<file path="src/rtl/iq_lane_decimator.sv">
// Sums 3 I and 3 Q lanes per beat, boxcar-integrates DEC beats, scales/saturates, queues in a FIFO.
// Latency: the edge taking the DEC-th beat is edge 0; the result is at the FIFO head after edge 3.
// Backpressure: the input is never stalled; results arriving at a full FIFO are dropped and counted.
module iq_lane_decimator #(
    parameter int DEC        = 4,
    parameter int SHIFT      = 4,
    parameter int FIFO_DEPTH = 4
) (
    input  logic        clk,
    input  logic        rst,
    input  logic        s_valid,
    input  logic [47:0] s_i_data,
    input  logic [47:0] s_q_data,
    output logic        m_tvalid,
    input  logic        m_tready,
    output logic [31:0] m_tdata,
    input  logic        clr_ovf,
    output logic        ovf,
    output logic [7:0]  drop_cnt
);
    localparam int CW   = $clog2(DEC);
    localparam int AW   = 18 + CW;
    localparam int PW   = $clog2(FIFO_DEPTH);
    localparam int CNTW = PW + 1;
    localparam logic signed [AW-1:0] SAT_MAX = AW'(32767);
    localparam logic signed [AW-1:0] SAT_MIN = AW'(-32768);

    function automatic logic signed [17:0] ext18(input logic [15:0] v);
        return {{2{v[15]}}, v};
    endfunction

    function automatic logic signed [AW-1:0] ext_acc(input logic signed [17:0] v);
        return {{CW{v[17]}}, v};
    endfunction

    function automatic logic [15:0] sat16(input logic signed [AW-1:0] a);
        logic signed [AW-1:0] s;
        s = a >>> SHIFT;
        if (s > SAT_MAX)
            sat16 = 16'h7fff;
        else if (s < SAT_MIN)
            sat16 = 16'h8000;
        else
            sat16 = s[15:0];
    endfunction

    logic signed [17:0]   sum_i, sum_q;
    logic                 s1_vld;
    logic signed [AW-1:0] acc_i, acc_q;
    logic [CW-1:0]        beat_cnt;
    logic                 fin_vld;
    logic [31:0]          res_dat;
    logic                 res_vld;

    // Stage 1: lane sums; three 16-bit lanes always fit in 18 bits.
    always_ff @(posedge clk) begin
        if (rst) begin
            s1_vld <= 1'b0;
            sum_i  <= '0;
            sum_q  <= '0;
        end else begin
            s1_vld <= s_valid;
            if (s_valid) begin
                sum_i <= ext18(s_i_data[15:0]) + ext18(s_i_data[31:16]) + ext18(s_i_data[47:32]);
                sum_q <= ext18(s_q_data[15:0]) + ext18(s_q_data[31:16]) + ext18(s_q_data[47:32]);
            end
        end
    end

    // Stage 2: block integrator; idle cycles simply hold the partial sum.
    always_ff @(posedge clk) begin
        if (rst) begin
            acc_i    <= '0;
            acc_q    <= '0;
            beat_cnt <= '0;
            fin_vld  <= 1'b0;
        end else begin
            fin_vld <= s1_vld && (beat_cnt == CW'(DEC - 1));
            if (s1_vld) begin
                acc_i    <= (beat_cnt == '0) ? ext_acc(sum_i) : acc_i + ext_acc(sum_i);
                acc_q    <= (beat_cnt == '0) ? ext_acc(sum_q) : acc_q + ext_acc(sum_q);
                beat_cnt <= (beat_cnt == CW'(DEC - 1)) ? '0 : beat_cnt + CW'(1);
            end
        end
    end

    // Stage 3: scale and saturate the finished block into a {Q,I} word.
    always_ff @(posedge clk) begin
        if (rst) begin
            res_dat <= '0;
            res_vld <= 1'b0;
        end else begin
            res_vld <= fin_vld;
            if (fin_vld)
                res_dat <= {sat16(acc_q), sat16(acc_i)};
        end
    end

    logic [31:0]     mem [FIFO_DEPTH];
    logic [PW-1:0]   wr_ptr, rd_ptr;
    logic [CNTW-1:0] count;
    logic            full, do_pop, do_push, drop;

    assign full     = (count == CNTW'(FIFO_DEPTH));
    assign m_tvalid = (count != '0);
    assign m_tdata  = mem[rd_ptr];
    assign do_pop   = m_tvalid && m_tready;
    // A pop frees the slot in the same cycle, so a full FIFO can still accept.
    assign do_push  = res_vld && (!full || do_pop);
    assign drop     = res_vld && full && !do_pop;

    always_ff @(posedge clk) begin
        if (rst) begin
            wr_ptr   <= '0;
            rd_ptr   <= '0;
            count    <= '0;
            ovf      <= 1'b0;
            drop_cnt <= '0;
            for (int k = 0; k < FIFO_DEPTH; k++)
                mem[k] <= '0;
        end else begin
            if (do_push) begin
                mem[wr_ptr] <= res_dat;
                wr_ptr      <= wr_ptr + PW'(1);
            end
            if (do_pop)
                rd_ptr <= rd_ptr + PW'(1);
            if (do_push && !do_pop)
                count <= count + CNTW'(1);
            else if (!do_push && do_pop)
                count <= count - CNTW'(1);
            // A drop coinciding with a clear leaves exactly that one drop recorded.
            if (drop) begin
                ovf      <= 1'b1;
                drop_cnt <= clr_ovf ? 8'd1 : ((drop_cnt == 8'hff) ? 8'hff : drop_cnt + 8'd1);
            end else if (clr_ovf) begin
                ovf      <= 1'b0;
                drop_cnt <= '0;
            end
        end
    end
endmodule

</file>
<file path="config.mk">
export PLATFORM = sky130hd
export DESIGN_NAME = iq_lane_decimator
export DESIGN_NICKNAME = d
export VERILOG_FILES = /design/src/rtl/iq_lane_decimator.sv
export SDC_FILE = /design/constraint.sdc
export NUM_CORES = 1
export LEC_CHECK = 0
export ABC_AREA = 1
export CAP_MARGIN = 10
export CORE_UTILIZATION = 55
export CTS_CLUSTER_DIAMETER = 120
export CTS_CLUSTER_SIZE = 25
export DETAILED_ROUTE_END_ITERATION = 10
export PLACE_DENSITY_LB_ADDON = 0.15
export SYNTH_ARGS = -nofsm -noshare
export SYNTH_HDL_FRONTEND = slang
export SYNTH_SLANG_ARGS = --single-unit
export TNS_END_PERCENT = 100
</file>
<file path="constraint.sdc">
create_clock -name clk -period 8 [get_ports clk]
set_input_delay 2.4 -clock clk [delete_from_list [all_inputs] [get_ports clk]]
set_output_delay 2.4 -clock clk [all_outputs]
set_load 0.05 [all_outputs]
</file>
Word-level counts from Yosys, hierarchy flattened
Memory sizes are Yosys's and may differ from the RTL's. A register that Yosys moved wholly into a read port is not among the register bits.
Index checks and enable logic that the tools add are counted.
{"block": "classes", "mux": 25, "order_cmp": 4, "addsub": 12, "n_eq_ne": 3, "n_reduce_logical": 16}
{"operator": "$mux 16", "n": 4}
{"operator": "$add 20x18->20", "n": 2}
{"operator": "$mux 20", "n": 2}
{"operator": "$add 17x16->18", "n": 2}
{"operator": "$add 16x16->17", "n": 2}
{"operator": "$gt 16x16->1 const B", "n": 2}
{"operator": "$lt 16x16->1 const B", "n": 2}
{"operator": "$mux 32", "n": 1}
{"operator": "$mux 8", "n": 4}
{"operator": "$reduce_or 32->1", "n": 1}
{"operator": "$add 8x1->8 const B", "n": 1}
{"operator": "$eq 8x8->1 const B", "n": 1}
{"operator": "$mux 1", "n": 8}
{"operator": "$mux 2", "n": 4}
{"operator": "$logic_and 1x1->1", "n": 7}
{"operator": "$add 2x1->2 const B", "n": 3}
{"operator": "$mux 3", "n": 2}
{"operator": "$reduce_bool 2->1", "n": 2}
{"operator": "$add 3x1->3 const B", "n": 1}
{"operator": "$eq 3x3->1 const B", "n": 1}
{"operator": "$logic_not 1->1", "n": 3}
{"operator": "$reduce_bool 3->1", "n": 1}
{"operator": "$sub 3x1->3 const B", "n": 1}
{"operator": "$eq 2x2->1 const B", "n": 1}
{"operator": "2 further kinds", "n": 2}
{"block": "word_totals", "mem_bits_rw": 128, "output_inout_bits": 42, "elab_cells": 75, "n_memories": 1, "register_bits": 129, "in_bits": 101}
{"name": "mem", "depth": 4, "width": 32, "rd": 1, "rd_clocked_by_memory_dff": 1, "write_ports": 4, "line": "99", "source": "logic [31:0] mem [FIFO_DEPTH];"}

Depth between registers and ports, before layout
Gate-level depths: netlist (run 1).
{"block": "depth", "depth_word": 9, "mapped_depth": 17, "depth_no_buf": 17}

Least setup slack after synthesis (run 1)
Ideal clock, no wire load.
{"block": "synth_path", "path_kind": "input port to flip-flop", "start": "in m_tready", "end": "mem mem[3][0], enable pin", "arrival_ps": 5043, "path_buffers": 0, "setup_ps": 470, "required_time_ps": 7530, "path_slack_ps": 2487, "stages": 4, "cell_sequence": "inv_1 nand3_1 nand2_2 o31ai_1"}
{"element": "from (decl)", "line": "15", "source": "input logic m_tready,"}
{"element": "to (decl)", "line": "99"}

==> impl_metrics.toml, run 1 <==
[synthesis]
synth_nets = 2227
avgSynthCellArea_sq_um = 7.69
synth_ff_type = "dfxtp_1"
yosysWarnings = 0
synthCells = 2015
yosys.area.top_type = "edfxtp_1"
synth_top_area_share_pct = 24.8
synth_edf_count = 128
ys_seq_area_share_pct = 41.7
yosys-top-cells-area = "edfxtp_1, dfxtp_1, nand2_1, inv_1, nor2_1"
syn-cell-area_sq_mm = 0.0155
synth_cell_types = 42
synthArstFlopShare_pct = 0
ys_seq_elements = 259

[drt]
wl_um = 36700
vias = 13183
drt_iter0_drc = 955
routed_via_density = 5.28
final_antenna_net_count = 0
drtPass1Iterations = 6
wl_per_cell_um = 14.7
drc = 0

[sta]
fin_crit_ns = 5.83
timing.fmax_mhz = 171
setup_viol = 0
min_period_over_period_pct = 72.9
drv_slew = 0
slew_headroom_pct = 27.7
grt_setup_unrepaired = "false"
finalHoldViolCount = 0
tns_ns = 0
worstMarginPinSlew_ns = 1.08
fin_skew_ns = 0.0280

[floorplanning]
core-area_sq_mm = 0.0278
core.rowCount = 61
io_pins = 143
dieHeight_um = 170
fp.dieW_um = 170
die_area_sq_mm = 0.0289
start_util_pct = 55.8

[grt]
use_met2_pct = 45.1
antenna_found_initial = 0
grt_pass1_wl_um = 61000
grt.busiest_layer = "met2"
gr-total-overflow = 0
first_global_vias = 12500
grt.total_usage_pct = 25.9
grt_max_degree = 66
grtUsageMet3_pct = 2.81
met1_usage_pct = 35.2

[layout]
num-nets-final = 2323
final_common_cell = "nand2_1"
layout_common_cells = "nand2_1, inv_1, nor2_1, a21oi_1, o21ai_0"
diodes = 0
syn_to_final_growth_pct = 13.4
stdcell_area_sq_mm = 0.0176
drive_gt1_share_pct = 3.45

[min_path]
hp-start = "ovf"
hold_depth = 2
hp-class = "register to register"

[critical_path]
crit_arrival_ns = 3.43
path_cells = "buf_4 > clkinv_1 > buf_4 > o21ai_0 > o22ai_1 > clkdlybuf4s50_1"
cp-start-kind = "register"
crit_family = "buffers and inverters"
slowest_stage = "clkdlybuf4s50_1"
regToRegStartpoint = "s1_vld"
critPathMaxStageDelay_ns = 0.71
cp.required_ns = 5.60
cp-end-kind = "primary output"
crit_type = "register to primary output"
critPathMaxFanout = 65
crit_buf_inv = 4
cpMostUsedCell = "buf_4"
worstSetupPathDepth = 6
ff2ff_path_depth = 5

[clock_tree]
ctsResizeCount = 0
cts_buffer_depth = 3
cts_root_buf = "clkbuf_16"
cts_inserted_buffers = 14
post_cts_buffers = 0
cts_sinks = 259
clk_latency_ns = 0.50
htree_levels = 1
tritoncts = "yes"
clkTransAtPathRegs_ns = 0.11
hold_buffers = 0

[placement]
place.detailed.hpwl_um = 26600
dpl_cell_area_sq_mm = 0.0172
place_congestion = 0.921
io_buffers = 142

[pwr]
power.density_mw_per_mm2 = 210
power.leakage_uw = 0.00759
irDropWorstVdd_mv = 0.112

[run]
max_cap_viol_count = 0

[run_status]
outcome = "completed"
[cells in the mapped netlist, types with 2 or more instances]
cell	n
a21o_1	7
a21oi_1	192
a21oi_2	2
a31oi_1	2
buf_1	5
buf_2	16
buf_4	2
buf_6	4
clkbuf_1	49
clkbuf_8	3
clkinv_1	2
dfxtp_1	131
edfxtp_1	128
fa_1	37
ha_1	74
inv_1	278
inv_2	3
nand2_1	390
nand2_2	14
nand3_1	99
nand3_2	4
nand3b_1	3
nand4_1	8
nor2_1	257
nor2_2	5
nor2_4	3
nor3_1	44
nor4_1	2
o211ai_1	7
o21ai_0	168
o21bai_1	7
o22ai_1	32
o31ai_1	2
or2_1	2
xnor2_1	8
xor2_1	19
[per-layer routing]
metal	up-vias	wire length [um]
li1	6778	-
met1	5993	17000
met2	376	17200
met3	36	2030
met4	0	471
met5	-	0
[worst reg2reg max path: cells and delay by family (launching register included)]
kind | cells | cell delay (ns)
buffers and inverters | 2 | 1.29
flip-flops | 1 | 1.02
AO/OA/AOI/OAI | 3 | 0.47
[flip-flops by register name, summed over array words and instances (netlist names), 3 cells and up, named ones only]
register,count
sum_i,18
acc_q,20
mem,128
count,3
sum_q,18
acc_i,20
drop_cnt,8
res_dat,32
[final timing paths]
path                            slack, ns    endpoint
worst max register to register       5.12    acc_q[8]
worst max-delay path                 2.17  m_tdata[2]
worst min register to register       0.47         ovf
worst min-delay path                 0.47         ovf
[logic make-up (layout without fill, tap and decap cells)]
kind of cell	after synthesis	after routing	synth area share, %
adder cells (fa/ha/maj)	111	111	10.7
XOR/XNOR	27	27	1.53
AND/OR/NAND/NOR	833	833	22.3
flip-flops	259	259	41.7
AO/OA/AOI/OAI	423	423	14.4
buffers and inverters	362	466	9.33
[report_power, final]
| part | total [uW] | leakage [uW] | internal (uW) | switching, uW |
|---|---|---|---|---|
| Combinational | 1390 | 0.00500 | 483 | 909 |
| Clock | 783 | 0.000202 | 358 | 426 |
| Sequential | 1520 | 0.00239 | 1460 | 55.8 |
| Total | 3690 | 0.00759 | 2300 | 1390 |
[stage by stage]
step / power [uW] / utilization (%) / cells / setup WS (ns) / hold WS (ns)
3_5_place_dp: 2930 / 61.8 / 2473 / 2.70 / 0.452
4_1_cts: 3710 / 63.3 / 2497 / 2.15 / 0.468
2_1_floorplan: 2520 / - / 2015 / 2.49 / 0.436
3_3_place_gp: 2910 / 61.8 / 2473 / 2.86 / 0.451
5_1_grt: 3900 / 63.3 / 2497 / 1.95 / 0.504
6_report: 3690 / 63.3 / 2497 / 2.17 / 0.466
[area by class of cell]
| type | instances | area (sq um) |
|---|---|---|
| clock buffer | 23 | 405 |
| timing repair buffer | 159 | 1540 |
| tap | 378 | 473 |
| inverter | 283 | 1060 |
| sequential | 259 | 6470 |
| multi-input combinational | 1394 | 7610 |
| clock inverter | 1 | 16.3 |
| fill | 2568 | 10200 |
Power figures use the tool's default switching activity.
==> inputs of run 2 (changes only) <==
clock period = 5.5 ns   (was 8 ns; I/O delays follow)
==> impl_metrics.toml, run 2 (same netlist as run 1, synthesis figures left out) <==
[critical_path]
slowest_stage = "clkdlybuf4s50_1"
crit_buf_inv = 3
cp-end-kind = "primary output"
reg2reg_slack_ns = 3.24
crit_family = "buffers and inverters"
cp-start-kind = "register"
critPathMaxFanout = 37
critPathMaxStageDelay_ns = 0.70
crit_type = "register to primary output"
path_cells = "clkinv_1 > buf_4 > o21ai_0 > o22ai_1 > clkdlybuf4s50_1"
crit_arrival_ns = 2.96
cp.required_ns = 3.85

[sta]
slew_headroom_pct = 37.6
grt_setup_unrepaired = "false"
setup_viol = 0
fin_skew_ns = 0.0321
drv_slew = 0
finalHoldViolCount = 0
setup_slack_ns = 0.891
min_period_over_period_pct = 83.8
worstMarginPinSlew_ns = 0.935
tns_ns = 0
fin_crit_ns = 4.61
timing.fmax_mhz = 217

[clock_tree]
cts_sinks = 259
clkTransAtPathRegs_ns = 0.11
htree_levels = 1
hold_buffers = 0
cts_root_buf = "clkbuf_16"
tritoncts = "yes"
cts_buffer_depth = 3
post_cts_buffers = 0
cts_inserted_buffers = 14
ctsResizeCount = 0
clk_latency_ns = 0.51

[drt]
final_antenna_net_count = 0
maxUsedRoutingLayer = "met4"
vias = 13157
dr_wl_met3_um = 1910
wl_met1_um = 16800
drc = 0
drtPass1Iterations = 7
wl_met2_um = 17500
routed_via_density = 5.26
wl_um = 36900
wl_per_cell_um = 14.7
drt_iter0_drc = 909

[floorplanning]
fp.dieW_um = 170
start_util_pct = 55.8
dieHeight_um = 170
core.rowCount = 61
core-area_sq_mm = 0.0278
die_area_sq_mm = 0.0289
io_pins = 143

[run]
max_cap_viol_count = 0

[layout]
syn_to_final_growth_pct = 13.7
layout_common_cells = "nand2_1, inv_1, nor2_1, a21oi_1, o21ai_0"
num-nets-final = 2329
final_common_cell = "nand2_1"
largest_reg_flops = 128
reg_top3 = "mem (128), res_dat (32)"
stdcell_area_sq_mm = 0.0176
diodes = 0
regMostFlops = "mem"
drive_gt1_share_pct = 3.72

[run_status]
outcome = "completed"

[grt]
first_global_vias = 12497
grt_max_degree = 66
antenna_found_initial = 0
grt.total_usage_pct = 26.2
grt_pass1_wl_um = 61000
gr-total-overflow = 0

[pwr]
power.leakage_uw = 0.00762
irDropWorstVdd_mv = 0.170
power.density_mw_per_mm2 = 307

[placement]
io_buffers = 142
place_congestion = 0.899
dpl_cell_area_sq_mm = 0.0172
place_ws_ns = 1.28
place.detailed.hpwl_um = 26900

[min_path]
hp-class = "register to register"
[run 2: stage by stage]
step,total power (uW),utilization (%),std cells,hold WS [ns]
floorplan,3670,-,2015,0.436
global placement,4250,61.9,2479,0.450
detailed placement,4290,61.9,2479,0.453
CTS,5420,63.4,2503,0.470
global route,5710,63.4,2503,0.502
finish,5400,63.4,2503,0.469
[run 2: area by class of cell]
| cell class | count | area, sq um |
|---|---|---|
| clock buffers | 23 | 405 |
| clock inverters | 1 | 16.3 |
| fillers | 2490 | 10200 |
| inverters | 283 | 1060 |
| multi-input cells | 1394 | 7610 |
| flip-flops and latches | 259 | 6470 |
| well taps | 378 | 473 |
| repair buffers | 165 | 1590 |
[run 2: worst paths after layout]
path                               start          end  depth (start not counted)
worst max-delay path            register  m_tdata[18]                          5
worst min-delay path                 ovf          ovf                          2
worst max register to register  sum_q[0]     acc_q[8]                         11
worst min register to register       ovf          ovf                          2
[run 2: power by group]
group	internal, uW	leakage (uW)	switching, uW
Sequential	2130	0.00239	82.8
Combinational	708	0.00503	1330
Clock	520	0.000202	634
Total	3350	0.00762	2050
[run 2: worst min-delay path: stages, from the launching register on]
cell     delay [ns]
dfxtp_1        0.33
nand2_1        0.06
a21oi_1        0.05
[run 2: per-layer routing]
layer  vias up  track usage (%)
li1       6796                -
met1      6003             34.5
met2       310             45.5
met3        48             3.49
met4         0             6.11
met5         -                0
==> inputs of run 3 (changes only) <==
clock period = 4.5 ns   (was 5.5 ns; I/O delays follow)
==> impl_metrics.toml, run 3 (same netlist as run 1, synthesis figures left out) <==
[run_status]
outcome = "completed"

[critical_path]
cpMostUsedCell = "buf_4"
slowest_stage = "clkinv_1"
cp-start-kind = "register"
cp-end-kind = "primary output"
cp.required_ns = 3.15
critPathMaxStageDelay_ns = 0.84
crit_family = "buffers and inverters"
crit_buf_inv = 3
regToRegStartpoint = "count[0]"
reg2reg_slack_ns = 2.25
critPathMaxFanout = 41
crit_type = "register to primary output"
ff2ff_path_depth = 9
crit_arrival_ns = 2.78
path_cells = "clkinv_1 > buf_4 > o21ai_0 > o22ai_1 > buf_4"
rr_endpoint = "mem[0][25]"

[clock_tree]
cts_buffer_depth = 3
cts_root_buf = "clkbuf_16"
htree_levels = 1
cts_inserted_buffers = 14
post_cts_buffers = 0
clkTransAtPathRegs_ns = 0.10
hold_buffers = 0
clk_latency_ns = 0.50
ctsResizeCount = 0
tritoncts = "yes"
cts_sinks = 259

[sta]
setup_viol = 0
finalHoldViolCount = 0
grt_setup_unrepaired = "false"
min_period_over_period_pct = 91.7
worstMarginPinSlew_ns = 1.09
fin_skew_ns = 0.0204
timing.fmax_mhz = 242
tns_ns = 0
fin_crit_ns = 4.13
slew_headroom_pct = 26.9
drv_slew = 0
setup_slack_ns = 0.375

[pwr]
power.switching_uw = 2480
power.density_mw_per_mm2 = 372
power.leakage_uw = 0.00764
finalPower_uw = 6520
p_seq_share_pct = 41.3
clockPowerShare_pct = 21.1
irDropWorstVdd_mv = 0.189
p_comb_share_pct = 37.5
swShare_pct = 38.0
p_int_uw = 4050

[min_path]
hp-start = "rd_ptr[1]"
hp-class = "register to register"
hold_depth = 2

[floorplanning]
core-area_sq_mm = 0.0278
die_area_sq_mm = 0.0289
fp.dieW_um = 170
start_util_pct = 55.8
io_pins = 143
dieHeight_um = 170
core.rowCount = 61

[placement]
place.detailed.hpwl_um = 27000
io_buffers = 142
dpl_cell_area_sq_mm = 0.0171
place_ws_ns = 0.579
place_congestion = 0.937

[drt]
wl_um = 37100
drtPass1Iterations = 5
routed_via_density = 5.32
vias = 13295
drc = 0
final_antenna_net_count = 0
wl_per_cell_um = 14.9
drt_iter0_drc = 913

[grt]
grt.total_usage_pct = 26.0
first_global_vias = 12510
gr-total-overflow = 0
grt_max_degree = 66
antenna_found_initial = 0
grt_pass1_wl_um = 60900

[layout]
final_common_cell = "nand2_1"
num-nets-final = 2325
drive_gt1_share_pct = 5.04
diodes = 0
largest_reg_flops = 128
fillers = 2557
regMostFlops = "mem"
syn_to_final_growth_pct = 13.0
reg_top3 = "mem (128), res_dat (32)"
stdcell_area_sq_mm = 0.0175
layout_common_cells = "nand2_1, inv_1, nor2_1, a21oi_1, o21ai_0"

[run]
max_cap_viol_count = 0
## run 3: cell types whose count changed in the layout (fill, tap and decap cells not counted)
cell and delta:
ha_2 -1, clkinv_2 +1, ha_1 +1, buf_4 +28
inv_12 -1, clkdlybuf4s50_1 -32, clkinv_8 +1, clkbuf_1 -1
## run 3: area by class of cell
cell class	count	area [sq um]	area share, %
multi-input cells	1394	7610	43.5
repair buffers	161	1480	8.44
clock buffers	22	402	2.29
flip-flops and latches	259	6470	36.9
well taps	378	473	2.70
clock inverters	2	21.3	0.121
inverters	283	1060	6.07
## run 3: metal layers
metal	up-vias	part of all wire [%]	GRT usage [%]
li1	6778	-	-
met1	6128	46	34.4
met2	343	48	46.3
met3	46	4.8	2.35
met4	0	1.5	5.17
met5	-	0	0
## run 3: power by group through the flow
stage	Combinational (uW)	Sequential, uW	Clock (uW)
3_3_place_gp	2410	2740	0
3_5_place_dp	2450	2750	0
4_1_cts	2460	2690	1410
5_1_grt	2700	2710	1480
2_1_floorplan	1770	2710	0
6_report	2450	2690	1380
## run 3: worst reg2reg max path, stage by stage, from the launching register on
cell	delay, ns
dfxtp_1	0.41
nor2_1	0.10
nand3_1	0.09
nand2_2	0.13
nor2_4	0.14
inv_2	0.06
nor2_4	0.10
nand2_4	0.25
nand2_1	0.16
buf_4	0.44
## run 3: worst max path at each step
stage | endpoint | slack [ns] | depth (start not counted)
2_1_floorplan | mem[3][0] | 0.04 | 4
3_3_place_gp | sum_q[13] | 0.60 | 16
3_5_place_dp | sum_q[9] | 0.58 | 13
4_1_cts | m_tdata[14] | 0.35 | 5
5_1_grt | m_tdata[11] | 0.20 | 5
6_report | m_tdata[14] | 0.37 | 5
## run 3: through the flow
step | hold WS (ns) | cells | util [%]
final | 0.473 | 2499 | 63.0
after global routing | 0.504 | 2499 | 63.0
after CTS | 0.472 | 2499 | 63.0
after detailed placement | 0.457 | 2475 | 61.5
after global placement | 0.451 | 2475 | 61.5
after floorplan | 0.436 | 2015 | -
==> variant (flow settings as in run 2) <==
The parameter `DEC` goes from 4 to 8.
--- a/src/rtl/iq_lane_decimator.sv
+++ b/src/rtl/iq_lane_decimator.sv
@@ -2,7 +2,7 @@
 // Latency: the edge taking the DEC-th beat is edge 0; the result is at the FIFO head after edge 3.
 // Backpressure: the input is never stalled; results arriving at a full FIFO are dropped and counted.
 module iq_lane_decimator #(
-    parameter int DEC        = 4,
+    parameter int DEC        = 8,
     parameter int SHIFT      = 4,
     parameter int FIFO_DEPTH = 4
 ) (
Formal check against the unedited RTL: same outputs for any inputs over 4 cycles, from zero or initial values and one cycle with rst high; that may be too few to reach the edited logic, so the function may still have changed.
==> variant against run 2 <==
Clock skew shrank 12 ps. Fmax grew 4.2%. Synthesized cell count grew 4.5%. Sequential cell count grew 3. Critical path depth grew 1. Power grew 2.3%. Synthesized area grew 2.1%. Setup slack gained 180 ps. Final area grew 1.8%. Routed wire length is essentially flat. Largest power group unchanged.
==> variant: results (changes against run 2) <==
biggest regs mem: 128 flops, res_dat: 32 flops; Psw 0.00212 W (+3.3%); post-CTS setup buffer count 0 (unchanged); comb_multi_in 1487 (+6.7%); Setup WS pre-CTS 1030 ps (-254 ps); largest net degree at the start of global routing 78 (+18%); Logic pwr share 38.8% (+1.0 points); Synth Area in XOR/XNOR 1.44% (-0.087 points); gpl congestion 0.923 (+2.6%); Yosys reg bits 262 (+1.2%); via count 13627 (+3.6%); most frequent cells after synthesis nand2_1 (468), nor2_1 (312), inv_1 (277); VDD IR-drop max 0.000169 V (-0.61%); Buffers, non-clock 158 (-4.2%); grt met2 use 44.8% (-0.75 points); Synth Area per Inst 7.52 um2 (-2.3%); DRT Pass-1 Iters 6 (-1); biggest cell delay along the critical path 860 ps (+160 ps); post-synthesis net count 2321 (+4.2%); post-layout util 63.8% (+0.41 points); ANT cells 1 (+1); Post-Synth Adder-Cell Area 10.8% (+0.015 points); NonClk Buf Share 8.57% (-0.45 points); routed wl met3 2110 um (+11%); switch share 38.3% (+0.39 points); Leak 7.79 nW (+2.2%); Worst R2R End acc_i[17]$_SDFFE_PP0P_; total track usage 25.7% (-0.53 points); GRT met1 Usage 34.2% (-0.33 points); inverter count 280 (-1.1%); Final Skew 19.7 ps (-12.4 ps); status finished clean; critical hold path startpoint res_dat[24]$_SDFFE_PP0P_; clock buffers 22 (-4.3%); initial drt markers 877 (-3.5%); Distinct cells, synth 38 (-9.5%); initial antenna violation count 1 (+1); Clock-cell share 2.34% (-0.055 points); vias in the first global route 12868 (+3.0%); Area contributors post-synth edfxtp_1 (24%), dfxtp_1 (17%), nand2_1 (11%); routed wire length 36900 um (about the same); DP Area 0.0175 mm2 (+1.8%); dpl hpwl 26500 um (-1.5%); multi-input logic area 0.00792 mm2 (+4.1%); met2 wire length 17300 um (-1.3%); layout cells sized above 1 2.31% (-1.4 points); WHS 469 ps (-0.0350 ps); Worst EP arrival 2780 ps (-180 ps); critical path peak fanout 24 (-35%); Slew @ Worst Pin 959 ps (+24.6 ps); RR Startpoint beat_cnt[0]$_SDFFE_PP0P_; Seq/total area 36.4% (-0.29 points); sequential fraction of the synthesis area 41.2% (-0.48 points); Synth Area in Compound Gates 13.5% (-0.88 points); M3 GR Usage 2.53% (-0.96 points); FILL cells 2539 (+2.0%)
==> variant: cell types whose count changed in the layout (fill, tap and decap cells not counted), sizes merged, moves of 5 or more <==
cell / before / now
nand3: 103 / 119
nand2: 405 / 473
nor2: 265 / 316
and2: 0 / 5
nor3: 44 / 13
a31oi: 2 / 9
buf: 24 / 17
o21ai: 170 / 175
a21oi: 194 / 154
==> variant: worst max-delay path by stage <==
stage	start	end	slack [ps]	depth (start not counted)
4_1_cts	flip-flop	m_tdata[31]	1070	6
6_report	flip-flop	m_tdata[31]	1070	6
3_5_place_dp	s_i_data[0]	sum_i[17]$_SDFFE_PP0P_	1030	15
5_1_grt	flip-flop	m_tdata[31]	920	6
3_3_place_gp	s_i_data[0]	sum_i[17]$_SDFFE_PP0P_	1080	15
2_1_floorplan	m_tready	mem[3][0]$_DFFE_PP_	700	4
